**src/rtl/fdma_reset_sched.sv**
```systemverilog
// Frame-synchronous reset scheduler: after each field-sync falling edge, holds and resets each enabled FDMA channel in turn.
// Optional macro FDMA_RST_SCHED_RESTART_EN: a falling edge seen during DELAY restarts the blanking delay.
module fdma_reset_sched #(
    parameter int CH_NUM       = 2,
    parameter int RST_DELAY    = 512,
    parameter int RST_PERIOD   = 30,
    parameter int IDLE_TIMEOUT = 1024
) (
    input  logic              i_Sys_clk,
    input  logic              i_Rst_n,
    input  logic              i_Field_sync,
    input  logic [CH_NUM-1:0] i_Ch_en,
    input  logic [CH_NUM-1:0] i_Ch_idle,
    output logic [CH_NUM-1:0] o_Ch_hold,
    output logic [CH_NUM-1:0] o_Axi_reset,
    output logic              o_Busy,
    output logic [7:0]        o_Timeout_cnt
);

    localparam int MAX_A   = (RST_DELAY > RST_PERIOD) ? RST_DELAY : RST_PERIOD;
    localparam int MAX_CNT = (MAX_A > IDLE_TIMEOUT) ? MAX_A : IDLE_TIMEOUT;
    localparam int CW      = $clog2(MAX_CNT + 1);
    localparam int IW      = $clog2(CH_NUM + 1);
    localparam int PW      = 2 ** IW;

    localparam logic [CW-1:0] DELAY_LAST = CW'(RST_DELAY - 1);
    localparam logic [CW-1:0] HOLD_LAST  = CW'(IDLE_TIMEOUT - 1);
    localparam logic [CW-1:0] RESET_LAST = CW'(RST_PERIOD - 1);
    localparam logic [IW-1:0] IDX_END    = IW'(CH_NUM);

    typedef enum logic [2:0] {
        S_IDLE,
        S_DELAY,
        S_SELECT,
        S_HOLD,
        S_RESET,
        S_RELEASE
    } state_t;

    state_t            state, state_next;
    logic [IW-1:0]     ch_idx, idx_next;
    logic [CW-1:0]     cnt, cnt_next;
    logic [7:0]        tmo_next;
    logic              sync_d1, sync_d2;
    logic              neg;
    logic [PW-1:0]     en_pad, idle_pad;
    logic [CH_NUM-1:0] ch_oh;

    assign neg = ~sync_d1 & sync_d2;

    // NOTE: every variable gets a default before the case so no path leaves it unassigned (no latches).
    always_comb begin
        state_next = state;
        idx_next   = ch_idx;
        cnt_next   = cnt;
        tmo_next   = o_Timeout_cnt;
        en_pad     = '0;
        idle_pad   = '0;
        en_pad[CH_NUM-1:0]   = i_Ch_en;
        idle_pad[CH_NUM-1:0] = i_Ch_idle;

        case (state)
            S_IDLE: begin
                if (neg) begin
                    state_next = S_DELAY;
                    cnt_next   = '0;
                    idx_next   = '0;
                end
            end
            S_DELAY: begin
                if (cnt == DELAY_LAST) begin
                    state_next = S_SELECT;
                    cnt_next   = '0;
                    idx_next   = '0;
                end else begin
                    cnt_next = cnt + CW'(1);
                end
`ifdef FDMA_RST_SCHED_RESTART_EN
                if (neg) begin
                    state_next = S_DELAY;
                    cnt_next   = '0;
                end
`endif
            end
            S_SELECT: begin
                if (ch_idx == IDX_END) begin
                    state_next = S_IDLE;
                end else if (en_pad[ch_idx]) begin
                    state_next = S_HOLD;
                    cnt_next   = '0;
                end else begin
                    idx_next = ch_idx + IW'(1);
                end
            end
            S_HOLD: begin
                // Idle wins over a coincident last count, so no timeout is logged then.
                if (idle_pad[ch_idx]) begin
                    state_next = S_RESET;
                    cnt_next   = '0;
                end else if (cnt == HOLD_LAST) begin
                    state_next = S_RESET;
                    cnt_next   = '0;
                    if (o_Timeout_cnt != 8'hFF)
                        tmo_next = o_Timeout_cnt + 8'd1;
                end else begin
                    cnt_next = cnt + CW'(1);
                end
            end
            S_RESET: begin
                if (cnt == RESET_LAST) begin
                    state_next = S_RELEASE;
                    cnt_next   = '0;
                end else begin
                    cnt_next = cnt + CW'(1);
                end
            end
            S_RELEASE: begin
                state_next = S_SELECT;
                idx_next   = ch_idx + IW'(1);
            end
            default: state_next = S_IDLE;
        endcase

        // Shifting past the top bit (idx == CH_NUM) yields zero, which is only used while IDLE.
        ch_oh = CH_NUM'(1) << idx_next;
    end

    // NOTE: sequential state uses non-blocking assignments so all flops update from pre-edge values.
    always_ff @(posedge i_Sys_clk) begin
        if (!i_Rst_n) begin
            state         <= S_IDLE;
            ch_idx        <= '0;
            cnt           <= '0;
            sync_d1       <= 1'b0;
            sync_d2       <= 1'b0;
            o_Ch_hold     <= '0;
            o_Axi_reset   <= '0;
            o_Busy        <= 1'b0;
            o_Timeout_cnt <= '0;
        end else begin
            state         <= state_next;
            ch_idx        <= idx_next;
            cnt           <= cnt_next;
            sync_d1       <= i_Field_sync;
            sync_d2       <= sync_d1;
            // Outputs are decoded from the next state so they align with the state's own cycles.
            o_Busy        <= (state_next != S_IDLE);
            o_Ch_hold     <= (state_next == S_HOLD || state_next == S_RESET) ? ch_oh : '0;
            o_Axi_reset   <= (state_next == S_RESET) ? ch_oh : '0;
            o_Timeout_cnt <= tmo_next;
        end
    end

endmodule

```
**config.mk**
```make
export PLATFORM = sky130hd
export DESIGN_NAME = fdma_reset_sched
export DESIGN_NICKNAME = d
export VERILOG_FILES = /design/src/rtl/fdma_reset_sched.sv
export SDC_FILE = /design/constraint.sdc
export NUM_CORES = 1
export LEC_CHECK = 0
export BUFFER_PORTS_ARGS = -buffer_cell sky130_fd_sc_hd__buf_4
export CAP_MARGIN = 20
export CORE_MARGIN = 2
export CORE_UTILIZATION = 25
export DETAILED_ROUTE_END_ITERATION = 7
export PLACE_DENSITY_LB_ADDON = 0.1
export SLEW_MARGIN = 20
export SYNTH_ARGS = -nofsm -noshare
export SYNTH_HDL_FRONTEND = slang
export SYNTH_SLANG_ARGS = --single-unit
```
**constraint.sdc**
```tcl
create_clock -name i_Sys_clk -period 2.15 [get_ports i_Sys_clk]
set_clock_uncertainty 0.2 [all_clocks]
set_input_delay 0.43 -clock i_Sys_clk [delete_from_list [all_inputs] [get_ports i_Sys_clk]]
set_output_delay 0.43 -clock i_Sys_clk [all_outputs]
set_load 0.02 [all_outputs]
```
Word level (Yosys, flattened, before mapping)
Cells that the tools add are included.
Word-level totals
  register bits after elaboration: 31
  input port bits: 7
  output and inout port bits: 13
  word-level logic and storage cells: 65
Operators by class
  $add $sub $neg: 3
  $lt $le $gt $ge: 1
  equality and inequality tests: 15
  shift operators: 1
  muxes and demuxes: 25
  bitwise gates (word level): 3
  reduce and logical (&&, ||, !) cells: 8
Operators with widths (count)
  11-bit 2-to-1 mux: 7
  11-bit one-hot mux with 5 select lines: 1
  3-bit 2-to-1 mux: 7
  3-bit one-hot mux with 6 select lines: 1
  11-bit by 1-bit adder with 11-bit output, second input constant: 1
  11-bit by 10-bit == test with 1-bit output, second input constant: 1
  11-bit by 5-bit == test with 1-bit output, second input constant: 1
  11-bit by 9-bit == test with 1-bit output, second input constant: 1
  3-bit by 2-bit == test with 1-bit output, second input constant: 3
  3-bit == test, second input constant: 3
  8-bit by 1-bit adder with 8-bit output, second input constant: 1
  2-bit 2-to-1 mux: 4
  8-bit inequality test, second input constant: 1
  2-bit one-hot mux with 4 select lines: 1
  4-bit AND reduction: 2
  2-bit inequality test, second input constant: 3
  5-bit nonzero test: 1
  1-bit binary-select mux with 2-bit select: 2
  2-bit AND reduction: 2
  3-bit by 1-bit == test with 1-bit output, second input constant: 1
  3-bit logical NOT: 1
  2-bit by 3-bit < comparator with 1-bit output, second input constant: 1
  3-bit nonzero test: 1
  2-bit by 1-bit adder with 2-bit output, second input constant: 1
  6 further kinds: 8

Longest topological paths before layout
Gate-level depths: netlist (run 1).
  depth in word-level cells: 8
  depth in mapped cells: 10
  depth with buffers taken out: 8

Worst setup path before layout (run 1)
No wires, ideal clock.
  kind: flip-flop to flip-flop
  start point: reg ch_idx[0]
  end point: reg cnt[9]
  library setup time: 131 ps
  arrival: 1740 ps
  required time: 1819 ps
  slack: 80 ps
  cell stages (with the launch flop): 11
  buffers on the path: 2
  clock period less this slack: 2070 ps
  cells stage by stage: dfxtp_1 -> buf_2 -> inv_1 -> ha_1 -> nor3b_2 -> a21oi_1 -> o22a_1 -> buf_4 -> nor4_2 -> xnor2_1 -> nor2_1
Between the ends
  cells in the longest elaborated chain, start to end: 4
  elaborated cells between the ends (all ways): 10
  classes of those cells: eq/ne: 3; mux: 6; reduce/logical: 1
RTL lines
  from (decl): RTL line 41  | logic [IW-1:0] ch_idx, idx_next;
  from (signal assigned): RTL line 142  | ch_idx <= idx_next;
  1-bit binary-select mux with 2-bit select, on equally long branches: RTL line 97, 88
  1-bit 2-to-1 mux, on equally long branches: RTL line 97, 88
  11-bit 2-to-1 mux or 2-bit inequality test (tied branches)
  11-bit one-hot mux with 5 select lines or 4-bit AND reduction (tied branches)
  to (signal assigned): RTL line 143  | cnt <= cnt_next;
  to (decl): RTL line 42  | logic [CW-1:0] cnt, cnt_next;
Parallel ways exist; a longest one is shown, timed or not. The select of a mux whose other input is x is not followed.
A chain may end at the register's enable or synchronous reset.

Worst setup path after layout (run 1)
  start point: reg cnt[10]
  end point: reg cnt[1]
Between the ends
  cells in the longest elaborated chain, start to end: 4
  elaborated cells between the ends (all ways): 8
  classes of those cells: eq/ne: 3; mux: 5
RTL lines
  11-bit by 10-bit == test with 1-bit output: RTL line 100  | end else if (cnt == HOLD_LAST) begin
  11-bit 2-to-1 mux: RTL line 100
  11-bit 2-to-1 mux: RTL line 97  | if (idle_pad[ch_idx]) begin
  11-bit one-hot mux with 5 select lines *: RTL line 62  | case (state)
Every way passes the cells marked *; elsewhere a longest branch is shown, timed or not.

==> results.tsv, run 1 <==
stage	metric	value	unit
synth	Post-synth EDFFs	0	
place	pre-CTS setup slack	-0.00647	ns
grt	largest net degree at the start of global routing	11	
grt	Congestion Overflow GR	0	
timing	hold violation count in the final report	0	
job	max cap viols	0	
die	FP Rows	29	
worst_setup_path	CP Cell Sequence	or3b_4 > o31ai_4 > o21ai_2 > o31ai_4 > buf_12 > a211oi_1	
worst_setup_path	CP max stage cell	or3b_4	
timing	Tcrit/Tclk final	96.2	%
min_path	Min-Delay Path Class	primary input to flop	
cells_and_area	Area growth syn-to-layout	34.4	%
power_and_ir_drop	VDD IR-drop max	243	uV
outcome	status	finished, final reports clean	
worst_setup_path	Critical Path Start Type	flop	
place	placed instance area	2030	sq um
clock_network	# hold bufs at CTS	0	
die	Die Y	85.4	um
cells_and_area	share of post-route cells with drive strength above 1	33.3	%
timing	Setup TNS	0	ns
synth	Ys Warns	0	
timing	Slew Viols, Final	0	
timing	FMAX	483	MHz
timing	Rel. slew slack	71.5	%
synth	post-synthesis cell type count	51	
clock_network	Clk pin slew, worst setup/hold paths	0.07	ns
grt	vias in the first global route	1418	
die	core area	6390	sq um
synth	Main synth FF type	dfxtp_1	
worst_setup_path	Worst Path Required	2.11	ns
power_and_ir_drop	Static Leakage	0.000879	uW
die	initial core utilization	25.9	%
timing	minimum clock period	2.07	ns
synth	most common cell in the netlist	dfxtp_1	
synth	synthesized instance count	184	
clock_network	CTS tree	done	
worst_setup_path	CP dominant cell by count	o31ai_4	
timing	WHS	0.155	ns
place	post-DP HPWL	3100	um
synth	synth top area cells	dfxtp_1, nor2_1, xnor2_1	
cells_and_area	Fillers	662	
clock_network	clk root buf	clkbuf_8	
synth	Post-synth ARST share	0	%
synth	post-synth top area cell	dfxtp_1	
timing	final worst slack	0.0815	ns
cells_and_area	Layout Utilization	34.8	%
timing	final setup vio count	0	
routing	WL per Instance	13.6	um
grt	total track usage	11.7	%
routing	DRT iter0 DRCs	69	
grt	initial antenna violation count	0	
worst_setup_path	WP buf/inv	1	
worst_setup_path	CP Capture Type	flop	
die	Ports	20	
synth	Seq/Total Area, Yosys	37.5	%
die	die span in x	85.4	um
routing	Vias/cell	4.75	
worst_setup_path	worst path arrival time	2.03	ns
synth	Synth top cells by count	dfxtp_1, nor2_1, nand2_1	
clock_network	CTS max path bufs	2	
routing	post-route ant nets	0	
clock_network	clock tree sinks	31	
routing	via count	1433	
die	die area	7290	sq um
cells_and_area	Nets	235	
synth	top cell type's share of synthesized area	37.5	%
synth	area of the mapped netlist	1660	sq um
cells_and_area	design area	2220	sq um
timing	Slew @ Worst Pin	0.428	ns
synth	FF+latch count, synth	31	
clock_network	clock latency on the worst-skew pair	0.29	ns
grt	first-pass GRT wire length	6750	um
place	GPL Wtd Cong	0.794	
worst_setup_path	register-to-register setup slack	0.08	ns
power_and_ir_drop	pwr dens	577	nW/um^2
cells_and_area	ANT cells	0	
worst_setup_path	CP Class	flop to flop	
worst_setup_path	CP top delay family	compound AO/OA/AOI/OAI gates	
routing	Detailed Routing Iterations Pass 1	4	
worst_setup_path	largest fanout on the critical path	10	
worst_setup_path	slowest stage delay, CP	0.43	ns
synth	syn nets	195	
place	# port buffers	19	
routing	Remaining DRCs	0	
synth	Mean Syn Cell Area	9.00	sq um
routing	routed wire length	4100	um
clock_network	H-tree depth	2	
clock_network	Num CTS Buffers	5	
## cells by family (layout without fill, tap and decap cells)
kind of cell | count (synthesis) | in the layout | synth area share [%]
simple gates | 85 | 85 | 29.9
compound gates | 31 | 31 | 15.7
flops | 31 | 31 | 37.5
xor+xnor | 15 | 15 | 7.94
buf+inv | 15 | 56 | 4.08
fa+ha+maj | 4 | 4 | 3.02
mux | 3 | 3 | 1.89
## flip-flops by register name, summed over array words and instances, names as in the netlist
| name | cells |
|---|---|
| cnt | 11 |
| o_Busy | 1 |
| sync_d1 | 1 |
| o_Axi_reset | 2 |
| o_Ch_hold | 2 |
| ch_idx | 2 |
| state | 3 |
| o_Timeout_cnt | 8 |
| sync_d2 | 1 |
## worst register-to-register path: cells and delay by family (launching register included)
family,cells,cell delay (ns)
AOI/OAI and AO/OA,4,0.82
buffers and inverters,1,0.16
DFF,1,0.35
and+or+nand+nor,1,0.43
## cell usage in the layout, fill, tap and decap left out, types with 3 or more instances in the layout
| master | count |
|---|---|
| a21oi_1 | 5 |
| and2_1 | 5 |
| buf_4 | 40 |
| clkbuf_8 | 6 |
| dfxtp_1 | 30 |
| ha_1 | 3 |
| inv_1 | 5 |
| nand2_1 | 13 |
| nand3_1 | 6 |
| nand4_1 | 7 |
| nor2_1 | 22 |
| nor2b_1 | 3 |
| xnor2_1 | 8 |
| xor2_1 | 7 |
## cell type report
cell class              count  area, sq um  share of cell area [%]
clock inverters             2         35.0                    1.57
well taps                  77         96.3                    4.33
clock buffers               6         82.6                    3.71
repair buffers             42          332                    14.9
flip-flops and latches     31          622                    28.0
inverters                   6         22.5                    1.01
multi-input cells         138         1030                    46.5
## report_power, final
part	total [uW]	internal [uW]	switching [uW]
sequential	588	581	6.55
combinational	96.9	47.9	49.0
clock	599	375	224
## through the flow
step / instances / total power, uW
2_1_floorplan: 184 / 652
3_3_place_gp: 293 / 693
3_5_place_dp: 293 / 695
4_1_cts: 301 / 1300
5_1_grt: 302 / 1340
6_report: 302 / 1280
## path summary, 6_finish.rpt
| kind | start | end | cells after the start |
|---|---|---|---|
| worst min register to register | sync_d1 | sync_d2 | 1 |
| worst max-delay path | cnt[10] | cnt[1] | 6 |
| worst max register to register | cnt[10] | cnt[1] | 6 |
| worst min-delay path | i_Field_sync | sync_d1 | 2 |
## routing by layer
metal	GRT usage, %	vias to the layer above	share of wire (%)
met5	0	-	0
met4	4.47	0	1.4
met1	14.4	678	46
met3	3.70	6	3.6
li1	-	732	-
met2	19.1	17	49
## timing repair
item	4_1_cts	5_1_grt
pin swaps	0	7
buffers inserted	0	1
gates resized for setup	1	16
cloned	0	0
setup endpoints to repair	2	17
(Power assumes the default switching activity.)
==> inputs of run 2 (changes only) <==
clock period = 2.2 ns   (was 2.15 ns; I/O delays follow)
==> run 2 against run 1 <==
Count of clock-buffer cells in the layout decreased by 1. Non-clock buffer count is 7 lower. Sequential share of layout area rose by 1.3 points. Die area unchanged. Register-to-register slack is essentially flat. Global-route usage is 0.14 points lower. First-iteration DRC count shrank 36%. Largest power group is now sequential cells.
==> results.tsv, run 2 (synthesized netlist as in run 1, its figures left out) <==
stage	metric	value	unit	change
outcome	status	finished, final reports clean		
clock_network	CTS tree	done		
timing	RSZ-0062 raised after global routing	false		
worst_setup_path	worst r2r dst	o_Ch_hold[1]		
routing	post-route ant nets	0		unchanged
grt	first-pass GRT wire length	6640	um	-1.6%
routing	Vias/cell	4.73		-0.27%
clock_network	clock latency on the worst-skew pair	0.29	ns	about the same
routing	Remaining DRCs	0		unchanged
min_path	Min-Delay Path Class	primary input to flop		
cells_and_area	Nets	228		-3.0%
worst_setup_path	Crit. Startpoint	state[2]		
die	die area	7290	sq um	unchanged
worst_setup_path	worst setup path end	o_Ch_hold[1]		
cells_and_area	commonest cells after routing, fill and taps aside	buf_4, dfxtp_1, nor2_1		
cells_and_area	max FFs per register	11		unchanged
clock_network	postcts setup bufs	0		unchanged
timing	FMAX	473	MHz	-2.1%
clock_network	Clk pin slew, worst setup/hold paths	0.08	ns	about the same
clock_network	clk root buf	clkbuf_8		
timing	Slew Viols, Final	0		unchanged
grt	Congestion Overflow GR	0		unchanged
power_and_ir_drop	VDD IR-drop max	266	uV	+9.6%
cells_and_area	commonest non-fill, non-tap cell in the layout	buf_4		
power_and_ir_drop	pwr dens	532	nW/um^2	-7.8%
cells_and_area	design area	2130	sq um	-4.4%
die	die span in x	85.4	um	unchanged
worst_setup_path	WP buf/inv	1		unchanged
worst_setup_path	Worst path depth	7		+1
timing	hold violation count in the final report	0		unchanged
place	pre-CTS setup slack	-0.000207	ns	+0.00626 ns
power_and_ir_drop	Overall Power	1130	uW	-12%
die	Die Y	85.4	um	unchanged
cells_and_area	Most flops, register	cnt		
job	max cap viols	0		unchanged
worst_setup_path	CP Class	flop to flop		
die	FP Rows	29		unchanged
place	post-DP HPWL	3050	um	-1.4%
cells_and_area	ANT cells	0		unchanged
clock_network	H-tree depth	2		unchanged
cells_and_area	Area growth syn-to-layout	28.5	%	
worst_setup_path	CP top delay family	simple AND/OR/NAND/NOR gates		
worst_setup_path	Worst Path Required	2.23	ns	+0.12 ns
clock_network	# hold bufs at CTS	0		unchanged
place	GPL Wtd Cong	0.793		-0.15%
grt	total track usage	11.6	%	-0.14 points
place	# port buffers	19		unchanged
routing	via count	1396		-2.6%
clock_network	clock tree sinks	31		unchanged
worst_setup_path	CP max stage cell	nor4b_1		
worst_setup_path	CP Capture Type	flop		
cells_and_area	share of post-route cells with drive strength above 1	30.3	%	-3.1 points
worst_setup_path	register-to-register setup slack	0.09	ns	about the same
power_and_ir_drop	Static Leakage	0.000811	uW	-7.8%
worst_setup_path	Critical Path Start Type	flop		
clock_network	CTS max path bufs	2		unchanged
grt	largest net degree at the start of global routing	13		+2
timing	final worst slack	0.0877	ns	+0.00624 ns
cells_and_area	largest registers	cnt: 11 flops, o_Timeout_cnt: 8 flops, state: 3 flops		
worst_setup_path	number of cells on the worst reg-to-reg path	7		+1
timing	final setup vio count	0		unchanged
die	initial core utilization	25.9	%	unchanged
worst_setup_path	Reg2Reg Launch Point	state[2]		
grt	initial antenna violation count	0		unchanged
worst_setup_path	CP Cell Sequence	buf_4 > nor4b_1 > a21bo_2 > nand2_1 > nor2_1 > a211o_1 > nor2b_2		
routing	routed wire length	3950	um	-3.7%
cells_and_area	Layout Utilization	33.3	%	-1.5 points
worst_setup_path	worst path arrival time	2.14	ns	+0.11 ns
grt	vias in the first global route	1405		-0.92%
timing	Tcrit/Tclk final	96.0	%	-0.20 points
timing	Rel. slew slack	70.7	%	-0.73 points
worst_setup_path	slowest stage delay, CP	0.43	ns	about the same
timing	WHS	0.161	ns	+0.00626 ns
routing	Detailed Routing Iterations Pass 1	4		unchanged
routing	WL per Instance	13.4	um	-1.4%
die	core area	6390	sq um	unchanged
timing	minimum clock period	2.11	ns	+0.0438 ns
place	placed instance area	1990	sq um	-1.6%
die	Ports	20		unchanged
worst_setup_path	largest fanout on the critical path	7		-3
timing	Slew @ Worst Pin	0.439	ns	+0.0110 ns
routing	DRT iter0 DRCs	44		-36%
clock_network	Num CTS Buffers	5		unchanged
-- run 2: area by class of cell --
cell class | count | area [sq um]
multi-input cells | 138 | 1000
well taps | 77 | 96.3
repair buffers | 35 | 288
flip-flops and latches | 31 | 623
clock buffers | 5 | 68.8
inverters | 6 | 22.5
clock inverters | 3 | 23.8
fillers | 668 | 4260
-- run 2: repair_timing --
action,4_1_cts,5_1_grt
setup endpoints to repair,3,15
pin swaps,0,5
resized for setup,2,10
-- run 2: worst reg2reg max path, stage by stage (launching register included) --
cell     delay, ns
dfxtp_1       0.39
buf_4         0.19
nor4b_1       0.43
a21bo_2       0.28
nand2_1       0.08
nor2_1        0.07
a211o_1       0.31
nor2b_2       0.12
-- run 2: report_power, final --
group,switching (uW),internal [uW]
Combinational,46.2,45.7
Clock,239,226
Sequential,7.03,568
-- run 2: worst min-delay path by stage --
stage / from / endpoint / slack, ns / depth (start not counted)
5_1_grt: i_Field_sync / sync_d1 / 0.15 / 2
2_1_floorplan: sync_d1 / sync_d2 / 0.25 / 1
3_3_place_gp: sync_d1 / sync_d2 / 0.26 / 1
6_report: i_Field_sync / sync_d1 / 0.16 / 2
3_5_place_dp: sync_d1 / sync_d2 / 0.27 / 1
4_1_cts: i_Field_sync / sync_d1 / 0.15 / 2
-- run 2: metrics by stage --
step                      setup TNS [ns]  instances
final                                  0        295
after global routing                   0        295
after detailed placement       -0.000207        287
after global placement                 0        287
after CTS                              0        295
after floorplan                        0        184
-- run 2: per-layer routing --
metal / GRT usage [%] / vias up / share of wire (%)
met3: 2.92 / 5 / 2.8
met5: 0 / - / 0
li1: - / 725 / -
met2: 19.4 / 17 / 49
met1: 14.2 / 649 / 47
met4: 4.47 / 0 / 1.1
==> inputs of run 3 (changes only) <==
clock period = 2 ns   (was 2.2 ns; I/O delays follow)
==> run 3 against run 2 <==
The flow now finishes with violations (setup timing). Register-to-register slack lost 0.13 ns. Worst hold slack got worse by 0.038 ns. Die area unchanged. Core utilization is 5.8 points higher. Count of clock-buffer cells in the layout up 1. Critical path depth fell by 1. Sequential power is 10% higher. Setup slack got worse by 0.13 ns. Maximum frequency up 3.3%. Critical path type unchanged.
==> results.tsv, run 3 (synthesized netlist as in run 1, its figures left out) <==
stage	metric	value	unit	change
worst_setup_path	largest fanout on the critical path	4		-3
clock_network	Num CTS Buffers	5		unchanged
worst_setup_path	number of cells on the worst reg-to-reg path	6		-1
outcome	status	finished, violations left		
clock_network	CTS max path bufs	2		unchanged
routing	post-route ant nets	0		unchanged
die	die area	7290	sq um	unchanged
timing	final setup vio count	13		+13
min_path	hold path cells	2		unchanged
timing	Tcrit/Tclk final	102	%	+6.3 points
cells_and_area	share of post-route cells with drive strength above 1	46.5	%	+16 points
clock_network	H-tree depth	2		unchanged
timing	hold violation count in the final report	0		unchanged
timing	FMAX	489	MHz	+3.3%
cells_and_area	commonest non-fill, non-tap cell in the layout	buf_4		
place	placed insts	310		+8.0%
timing	final worst slack	-0.0453	ns	-0.133 ns
place	# port buffers	19		unchanged
die	FP Rows	29		unchanged
die	Die Y	85.4	um	unchanged
timing	Slew Viols, Final	0		unchanged
timing	Rel. slew slack	76.8	%	+6.1 points
clock_network	clock tree sinks	31		unchanged
worst_setup_path	Worst Path Required	2.02	ns	-0.21 ns
cells_and_area	max FFs per register	11		unchanged
grt	Congestion Overflow GR	0		unchanged
die	core area	6390	sq um	unchanged
routing	Vias/cell	4.85		+2.6%
timing	Slew @ Worst Pin	0.345	ns	-0.0938 ns
worst_setup_path	CP Class	flop to flop		
clock_network	# hold bufs at CTS	0		unchanged
die	Ports	20		unchanged
routing	Detailed Routing Iterations Pass 1	4		unchanged
routing	routed wire length	4590	um	+16%
job	max cap viols	0		unchanged
grt	largest net degree at the start of global routing	11		-2
timing	minimum clock period	2.05	ns	-0.0670 ns
die	die span in x	85.4	um	unchanged
worst_setup_path	Critical Path Start Type	flop		
grt	total track usage	13.1	%	+1.5 points
clock_network	CTS tree	done		
timing	RSZ-0062 raised after global routing	true		
place	GPL Wtd Cong	0.875		+10%
outcome	failing checks	setup timing		
cells_and_area	Fillers	653		-2.2%
clock_network	Clk pin slew, worst setup/hold paths	0.07	ns	about the same
cells_and_area	design area	2490	sq um	+17%
power_and_ir_drop	pwr dens	567	nW/um^2	+6.6%
power_and_ir_drop	Static Leakage	0.000998	uW	+23%
cells_and_area	Layout Utilization	39.1	%	+5.8 points
worst_setup_path	worst path arrival time	2.07	ns	-0.07 ns
routing	via count	1563		+12%
cells_and_area	Area growth syn-to-layout	50.7	%	
routing	Remaining DRCs	0		unchanged
cells_and_area	ANT cells	0		unchanged
clock_network	clock latency on the worst-skew pair	0.28	ns	about the same
die	initial core utilization	25.9	%	unchanged
routing	DRT iter0 DRCs	45		+2.3%
place	placed instance area	2170	sq um	+8.8%
timing	WHS	0.123	ns	-0.0380 ns
min_path	Min-Delay Path Class	primary input to flop		
worst_setup_path	CP Capture Type	flop		
grt	initial antenna violation count	0		unchanged
place	post-DP HPWL	3300	um	+8.1%
cells_and_area	Most flops, register	cnt		
cells_and_area	Non-Filler Instances	322		+9.2%
grt	vias in the first global route	1576		+12%
routing	WL per Instance	14.3	um	+6.5%
power_and_ir_drop	VDD IR-drop max	426	uV	+60%
cells_and_area	commonest cells after routing, fill and taps aside	buf_4, dfxtp_1, nor2_1		
cells_and_area	largest registers	cnt: 11 flops, o_Timeout_cnt: 8 flops, state: 3 flops		
cells_and_area	Nets	255		+12%
grt	first-pass GRT wire length	7590	um	+14%
clock_network	clk root buf	clkbuf_8		
==> run 3: layout make-up <==
cell class | instances | area (sq um) | share of cell area (%)
clock inverters | 2 | 35.0 | 1.40
well taps | 77 | 96.3 | 3.86
multi-input cells | 138 | 1130 | 45.4
flip-flops and latches | 31 | 637 | 25.5
repair buffers | 62 | 489 | 19.6
inverters | 6 | 22.5 | 0.903
clock buffers | 6 | 82.6 | 3.31
==> run 3: critical path, stage by stage, from the launching register on <==
cell,delay (ns)
dfxtp_2,0.34
or3b_4,0.40
a21boi_1,0.14
o32a_1,0.31
nor2b_4,0.14
o31ai_2,0.27
nor2b_2,0.19
==> run 3: final timing paths <==
path	from	end	slack, ns
hold reg to reg	sync_d1	sync_d2	0.29
hold / removal	i_Field_sync	sync_d1	0.12
setup / recovery	state[1]	o_Ch_hold[0]	-0.05
setup reg to reg	state[1]	o_Ch_hold[0]	-0.05
==> run 3: power breakdown <==
part	leakage (uW)	internal (uW)	switching, uW	total (uW)
clock network	0.0000612	403	241	644
registers	0.000255	623	9.45	633
logic	0.000682	75.7	62.2	138
total	0.000998	1100	313	1410
==> run 3: timing repair <==
action                                  in CTS  in global routing
gates resized for setup                     25                 20
endpoints found under the setup margin      16                 26
pin swaps                                   10                 19
setup buffers                                3                  1
==> run 3: routing by layer <==
layer | vias up | GRT usage (%) | share of wire (%)
li1 | 772 | - | -
met1 | 753 | 16.0 | 44
met2 | 28 | 22.4 | 51
met3 | 10 | 2.92 | 3.1
met4 | 0 | 4.91 | 1.8
met5 | - | 0 | 0
==> run 3: stage by stage <==
step / worst slack (ns) / total power (uW) / TNS, ns
after global routing: -0.173 / 1490 / -2.47
after floorplan: 0.00187 / 704 / 0
final: -0.0453 / 1410 / -0.277
after CTS: -0.105 / 1430 / -0.637
after detailed placement: -0.155 / 765 / -1.46
after global placement: -0.124 / 762 / -1.06
